$ cat src/rtl/sram_port_arbiter_pkg.sv
// rtl/sram_port_arbiter_pkg.sv - shared types and helpers for the SRAM port arbiter
package sram_arb_pkg;

    typedef enum logic [1:0] {
        OWN_NONE  = 2'd0,
        OWN_INSTR = 2'd1,
        OWN_DATA  = 2'd2
    } owner_e;

    // Starvation counter width: must hold values 0..limit inclusive.
    function automatic int starve_cnt_w(input int limit);
        return (limit < 1) ? 1 : $clog2(limit + 1);
    endfunction

endpackage

$ cat src/rtl/sram_port_arbiter.sv
// rtl/sram_port_arbiter.sv - data-priority fetch/data arbiter for one single-port SRAM
// Owner of each accepted access is pipelined one cycle so responses route with zero bubbles.
module sram_port_arbiter
    import sram_arb_pkg::*;
#(
    parameter int  DATA_WIDTH   = 32,
    parameter int  STARVE_LIMIT = 4,
    localparam int NUM_BYTES    = DATA_WIDTH / 8
) (
    input  logic                  clk_i,
    input  logic                  rst_i,

    input  logic                  i_req_i,
    input  logic [DATA_WIDTH-1:0] i_addr_i,
    output logic                  i_gnt_o,
    output logic                  i_rvalid_o,
    output logic [DATA_WIDTH-1:0] i_rdata_o,
    output logic                  i_err_o,

    input  logic                  d_req_i,
    input  logic [DATA_WIDTH-1:0] d_addr_i,
    input  logic [NUM_BYTES-1:0]  d_we_i,
    input  logic [DATA_WIDTH-1:0] d_wdata_i,
    output logic                  d_gnt_o,
    output logic                  d_rvalid_o,
    output logic                  d_wvalid_o,
    output logic [DATA_WIDTH-1:0] d_rdata_o,
    output logic                  d_err_o,

    output logic                  m_req_o,
    output logic [DATA_WIDTH-1:0] m_addr_o,
    output logic [NUM_BYTES-1:0]  m_we_o,
    output logic [DATA_WIDTH-1:0] m_wdata_o,
    input  logic                  m_rvalid_i,
    input  logic                  m_wvalid_i,
    input  logic [DATA_WIDTH-1:0] m_rdata_i,
    input  logic                  m_err_i,

    output logic                  proto_err_o
);

    localparam int             CNT_W = starve_cnt_w(STARVE_LIMIT);
    localparam logic [CNT_W-1:0] LIMIT = CNT_W'(STARVE_LIMIT);

    logic [CNT_W-1:0]     starve_q, starve_d;
    owner_e               owner_q, owner_d;
    logic [NUM_BYTES-1:0] we_q;
    logic                 proto_err_q;
    logic                 rst_d_q;
    logic                 force_fetch;

    always_comb begin
        force_fetch = (starve_q == LIMIT);
        d_gnt_o     = ~rst_i & d_req_i & ~(force_fetch & i_req_i);
        i_gnt_o     = ~rst_i & i_req_i & ~d_gnt_o;

        m_req_o   = i_gnt_o | d_gnt_o;
        m_addr_o  = d_gnt_o ? d_addr_i : (i_gnt_o ? i_addr_i : '0);
        m_we_o    = d_gnt_o ? d_we_i : '0;
        m_wdata_o = d_wdata_i;

        if (i_req_i && !i_gnt_o) begin
            starve_d = (starve_q == LIMIT) ? starve_q : starve_q + 1'b1;
        end else begin
            starve_d = '0;
        end

        if (d_gnt_o) begin
            owner_d = OWN_DATA;
        end else if (i_gnt_o) begin
            owner_d = OWN_INSTR;
        end else begin
            owner_d = OWN_NONE;
        end
    end

    // Responses are suppressed while reset is held, even if the SRAM is still answering.
    always_comb begin
        i_rvalid_o = ~rst_i & (owner_q == OWN_INSTR) & m_rvalid_i;
        i_err_o    = ~rst_i & (owner_q == OWN_INSTR) & m_err_i;
        d_rvalid_o = ~rst_i & (owner_q == OWN_DATA) & m_rvalid_i & ~(|we_q);
        d_wvalid_o = ~rst_i & (owner_q == OWN_DATA) & m_wvalid_i;
        d_err_o    = ~rst_i & (owner_q == OWN_DATA) & m_err_i;
        i_rdata_o  = m_rdata_i;
        d_rdata_o  = m_rdata_i;
    end

    always_ff @(posedge clk_i) begin
        if (rst_i) begin
            owner_q     <= OWN_NONE;
            we_q        <= '0;
            starve_q    <= '0;
            proto_err_q <= 1'b0;
            rst_d_q     <= 1'b1;
        end else begin
            owner_q  <= owner_d;
            we_q     <= m_we_o;
            starve_q <= starve_d;
            rst_d_q  <= 1'b0;
            // A straggler response from before reset is expected in the first cycle out of it.
            if ((m_rvalid_i || m_wvalid_i) && owner_q == OWN_NONE && !rst_d_q) begin
                proto_err_q <= 1'b1;
            end
        end
    end

    assign proto_err_o = proto_err_q;

endmodule

$ cat config.mk
export PLATFORM = sky130hd
export DESIGN_NAME = sram_port_arbiter
export DESIGN_NICKNAME = d
export VERILOG_FILES = /design/src/rtl/sram_port_arbiter_pkg.sv /design/src/rtl/sram_port_arbiter.sv
export SDC_FILE = /design/constraint.sdc
export NUM_CORES = 1
export LEC_CHECK = 0
export ABC_AREA = 1
export CAP_MARGIN = 0
export CORE_AREA = 2 2 109 111
export CTS_CLUSTER_SIZE = 40
export DETAILED_ROUTE_END_ITERATION = 12
export DIE_AREA = 0 0 111 113
export MAX_ROUTING_LAYER = met4
export PLACE_DENSITY = 0.59
export SYNTH_ARGS = -nofsm -noshare
export SYNTH_HDL_FRONTEND = slang
export SYNTH_SLANG_ARGS = --single-unit
$ cat constraint.sdc
create_clock -name clk_i -period 2.5 [get_ports clk_i]
set_clock_uncertainty 0.2 [all_clocks]
set_input_delay 0.375 -clock clk_i [delete_from_list [all_inputs] [get_ports clk_i]]
set_output_delay 0.375 -clock clk_i [all_outputs]
set_load 0.02 [all_outputs]
# == After elaboration in Yosys (flattened, before gate mapping) ==
# Cells that the tools add are included.
# op_classes
n_addsub,1
mul,0
div_mod_pow,0
magnitude_cmp,0
n_eq_ne,3
n_shift,0
mux,6
bitwise,19
reduce_logical,10
# ops
op,n
$mux W32,2
$and A1 B1 Y1,13
$not A1 Y1,5
$mux W4,1
$reduce_or A2 Y1,2
$reduce_or A4 Y1,1
$add A3 B1 Y3 const B,1
$eq A3 B3 Y1 const B,1
$logic_and A1 B1 Y1,3
$eq A2 B1 Y1 const B,1
$eq A2 B2 Y1 const B,1
$logic_not A1 Y1,2
$logic_not A2 Y1,1
$mux W1,2
$mux W2,1
$logic_or A1 B1 Y1,1
$or A1 B1 Y1,1
# word_totals
reg_bits,11
latch_bits,0
ramBits,0
rom_bits,0
out_inout_bits,141
mem_count,0

# == Depth between registers and ports, before layout ==
# logic_depth
word_depth,10
depth_mapped,8
ltp_nobuf,7

# == Least setup slack after synthesis ==
# OpenSTA, ideal clock, no wires.
# synth_path
path_kind,flip-flop to output port
startpoint,register starve_q[0]
endpoint,output port i_gnt_o
arrival_time_ps,1245
t_required_ps,1925
path_slack_ps,680
path_stages_with_launch,8
path_buffers,1
cell_sequence,dfxtp_1 > inv_1 > ha_1 > nand3_1 > nand2_2 > inv_2 > buf_4 > nor2_1
# synth_via
elab_chain_len,6
# synth_lines
element,line_no,text
"start, declared",sram_port_arbiter.sv:45,"logic [CNT_W-1:0] starve_q, starve_d;"
"start signal, assigned",sram_port_arbiter.sv:98,starve_q <= starve_d;
$eq A3 B3 Y1,sram_port_arbiter.sv:53,force_fetch = (starve_q == LIMIT);
$and A1 B1 Y1,sram_port_arbiter.sv:54,d_gnt_o = ~rst_i & d_req_i & ~(force_fetch & i_req_i);
$not A1 Y1,sram_port_arbiter.sv:54,
$and A1 B1 Y1,sram_port_arbiter.sv:54,
net d_gnt_o,sram_port_arbiter.sv:24,"output logic d_gnt_o,"
$not A1 Y1,sram_port_arbiter.sv:55,i_gnt_o = ~rst_i & i_req_i & ~d_gnt_o;
$and A1 B1 Y1,sram_port_arbiter.sv:55,
"end, declared",sram_port_arbiter.sv:15,"output logic i_gnt_o,"
# The timed path passes the listed nets, and every way through them passes these cells.

# == Final worst setup path ==
# layout_path
startpoint,input port i_req_i
endpoint,output port m_addr_o[21]
# layout_via
elab_chain_len,7
# layout_lines
element,line_no,text
"start, declared",sram_port_arbiter.sv:13,"input logic i_req_i,"
$and A1 B1 Y1,sram_port_arbiter.sv:54,
$not A1 Y1,sram_port_arbiter.sv:54,
$and A1 B1 Y1,sram_port_arbiter.sv:54,
$not A1 Y1,sram_port_arbiter.sv:55,
$and A1 B1 Y1,sram_port_arbiter.sv:55,
$mux W32,sram_port_arbiter.sv:58,m_addr_o = d_gnt_o ? d_addr_i : (i_gnt_o ? i_addr_i : '0);
$mux W32 *,sram_port_arbiter.sv:58,
"end, declared",sram_port_arbiter.sv:31,"output logic [DATA_WIDTH-1:0] m_addr_o,"
# Mark *: on every way between the ends. The rest lies on a longest branch, timed or not.

==> metrics.sh <==
CP_DATA_ARRIVAL_TIME_NS=1.84
HOLDBUFCOUNTCTS=0
ANTENNA_VIOLATIONS_BEFORE_REPAIR=0
HOLD_PATH_STARTPOINT='rst_i'
POSTSYNTHREGISTERBITS=11
SYN-MEAN-INSTANCE-AREA_UM2=6.10
MULTI_INPUT_AREA_UM2=593
R2R-END='we_q[3]'
POST_SYNTH_INSTANCE_AREA_MM2=0.00166
REG2REG_DEPTH=7
MAXSLEWVIOLCOUNT=0
ANTENNA_VIOLATING_NETS_POST_ROUTE=0
DIE_AREA_MM2=0.0125
IO_PINS=280
DRV_CAP=0
FINALWEIGHTEDCONGESTION=0.835
INITIAL_CORE_UTILIZATION_PCT=14.7
SYNTHESIS.YOSYS.WARNINGS=0
LEAKAGEPOWER_nW=1.18
MOST-COMMON-LAYOUT-CELLS='clkdlybuf4s50_1 (79), nand2_1 (73), nand3_1 (36)'
WL_PER_CELL_UM=14.6
ROUTE.DETAILED.VIAS_PER_INST=3.74
WORST-SLEW-PIN-TRANSITION_NS=0.229
NUMBER_OF_SINKS_DRIVEN_BY_THE_CLOCK_TREE=11
POWER-PER-CELL-AREA_mW_PER_MM2=346
DIE_WD_UM=111
SLEW-LIMIT-HEADROOM_PCT=84.7
NET_COUNT_AFTER_SYNTHESIS=413
CRIT_PATH_END_KIND='output pin'
WORST_MIN_DELAY_PATH_ENDPOINT='rst_d_q'
TIMING.FINAL.CRIT_SHARE_PCT=96.6
CLOCK_INSERTION_DELAY_WORST_SKEW_NS=0.24
SYNTH.YOSYS.SEQ_AREA_SHARE_PCT=13.3
STATUS='finished clean'
CLOCK_ROOT_BUFFER='clkbuf_16'
TRITONCTS='done'
FINALSETUPVIOLATIONS=0
LAYOUT-DRIVE-GT1-SHARE_PCT=13.2
FLOORPLAN.DIE.HEIGHT_UM=113
R2R_SLACK_NS=1.01
GRT_PASS1_WL_UM=9320
PLACE.PORT_BUFFERS=119
SEQUENTIAL_CELL_AREA_UM2=220
FINAL_HOLD_VIOL_COUNT=0
NUM_VIAS=1670
N_ANTENNA_CELL=0
CRIT_FANOUT=14
PIN_COUNT_OF_THE_BIGGEST_NET_ENTERING_GLOBAL_ROUTING=16
FINAL_NETS=446
CP_DATA_REQUIRED_TIME_NS=1.92
POST_CTS_RESIZE_COUNT=50
FINALHOLDWORSTSLACK_NS=0.190
TOTALPOWERFINAL_uW=826
TIMING.SETUP.CRITICAL_PATH_CLASS='in -> out'
POSTLAYOUTSETUPSLACKWORST_NS=0.0853
CTS_BUFFER_DEPTH=2
WORST_HOLD_PATH_TYPE='in -> reg'
FINAL_PERIOD_MINUS_WORST_SETUP_SLACK_NS=2.41
DR_DRC_COUNT=0
CTS.REPAIR_TIMING.SETUP_BUFFER_COUNT=0
PLACEMENT_STAGE_WORST_SETUP_SLACK_NS=-0.325
COREAREA_MM2=0.0113
DETAILEDPLACEMENTHPWL_UM=5910
CP-START-KIND='primary input'
GRT_SETUP_UNREPAIRED='no'
FIRST_GLOBAL_VIAS=1577
CRIT_REG_REG_STARTPOINT='starve_q[1]'
AREA_ADDED_BETWEEN_SYNTHESIS_AND_FINISH_PCT=44.0
NFILLCELLS=1280
IR_WORST_VDD_uV=153
CLOCK_TREE.HTREE_LEVEL_COUNT=1
FIRSTDRTPASSITERS=4
FINAL_COMMON_CELL='clkdlybuf4s50_1'
TIMING.FMAX_GHz=0.414
DRT_WL_TOTAL_UM=6550
TIMING.HOLD.WORST_PATH_DEPTH=1
SETUP-TNS-FINAL_NS=0
CTS_BUFFERS=3
TOTAL_CONGESTION_OVERFLOW_AFTER_GLOBAL_ROUTING=0
SYNTH_CELLS=272
DETAILEDROUTE.FIRSTITERATIONVIOLATIONS=69
GRT_UTIL_ALL_LAYERS_PCT=10.0
PLACEMENT_ROWS=39
YOSYSUNIQUECELLTYPES=14
CLK_TRANSITION_REPORTED_PATHS_NS=0.04
[layer usage]
layer / wire (µm) / track usage (%) / vias to the layer above
met1: 2020 / 8.87 / 687
met5: 0 / - / -
met2: 3280 / 17.6 / 148
li1: - / - / 802
met4: 323 / 5.83 / 0
met3: 926 / 4.61 / 33
[per-stage QoR]
stage	cells	area, µm²	util (%)
final	447	2390	21.2
after global routing	447	2390	21.2
after CTS	447	2430	21.6
after detailed placement	443	2390	21.2
after global placement	443	2390	21.2
after floorplan	272	1660	-
[state kept, by name (all words and copies together) (netlist names)]
register	cells
starve_q	3
owner_q	2
rst_d_q	1
we_q	4
proto_err_o	1
[synth_stat cells (all sizes together)]
master | number | area share [%]
nand3 | 36 | 11
dfxtp | 11 | 13
a21oi | 3 | 0.90
nor2 | 19 | 4.4
inv | 18 | 4.1
ha | 2 | 1.5
xnor2 | 1 | 0.53
nor3 | 2 | 0.60
nand2 | 74 | 17
buf | 106 | 47
[power breakdown]
group	internal (mW)	switching [mW]	leakage, nW	total [mW]
registers	0.183	0.00291	0.0905	0.186
logic	0.186	0.159	1.05	0.345
clock network	0.212	0.0829	0.0409	0.295
[critical path: stages]
cell and delay [ns]:
clkdlybuf4s50_1 0.50, buf_4 0.12, nand2_1 0.07, inv_2 0.11
buf_6 0.17, nand3_1 0.09, nand2_1 0.06, dlygate4sd2_1 0.33
[logic make-up (layout without fill, tap and decap cells)]
family	Yosys count	after routing	synth area share (%)
compound gates	3	3	0.905
xor+xnor	1	1	0.528
fa+ha+maj	2	2	1.51
buf+inv	124	156	51.0
flops	11	11	13.3
simple gates	131	131	32.8
[how the worst max path moves through the flow]
stage | start | end | slack, ns | depth (start not counted)
2_1_floorplan | starve_q[0] | i_gnt_o | 0.68 | 7
3_3_place_gp | i_req_i | m_addr_o[15] | -0.29 | 8
3_5_place_dp | rst_i | m_addr_o[25] | -0.33 | 8
4_1_cts | i_req_i | m_addr_o[12] | 0.001 | 8
5_1_grt | i_req_i | m_addr_o[5] | 0.0003 | 8
6_report | i_req_i | m_addr_o[21] | 0.09 | 8
[final cells by class]
type                            instances  area share (%)
Inverter                               18            2.93
Clock buffer                            3            3.14
Multi-Input combinational cell        137            24.8
Clock inverter                          1           0.209
Timing Repair Buffer                  134            52.2
Sequential cell                        11            9.21
Tap cell                              143            7.49
Note: power is estimated with default switching activity, not from simulation.
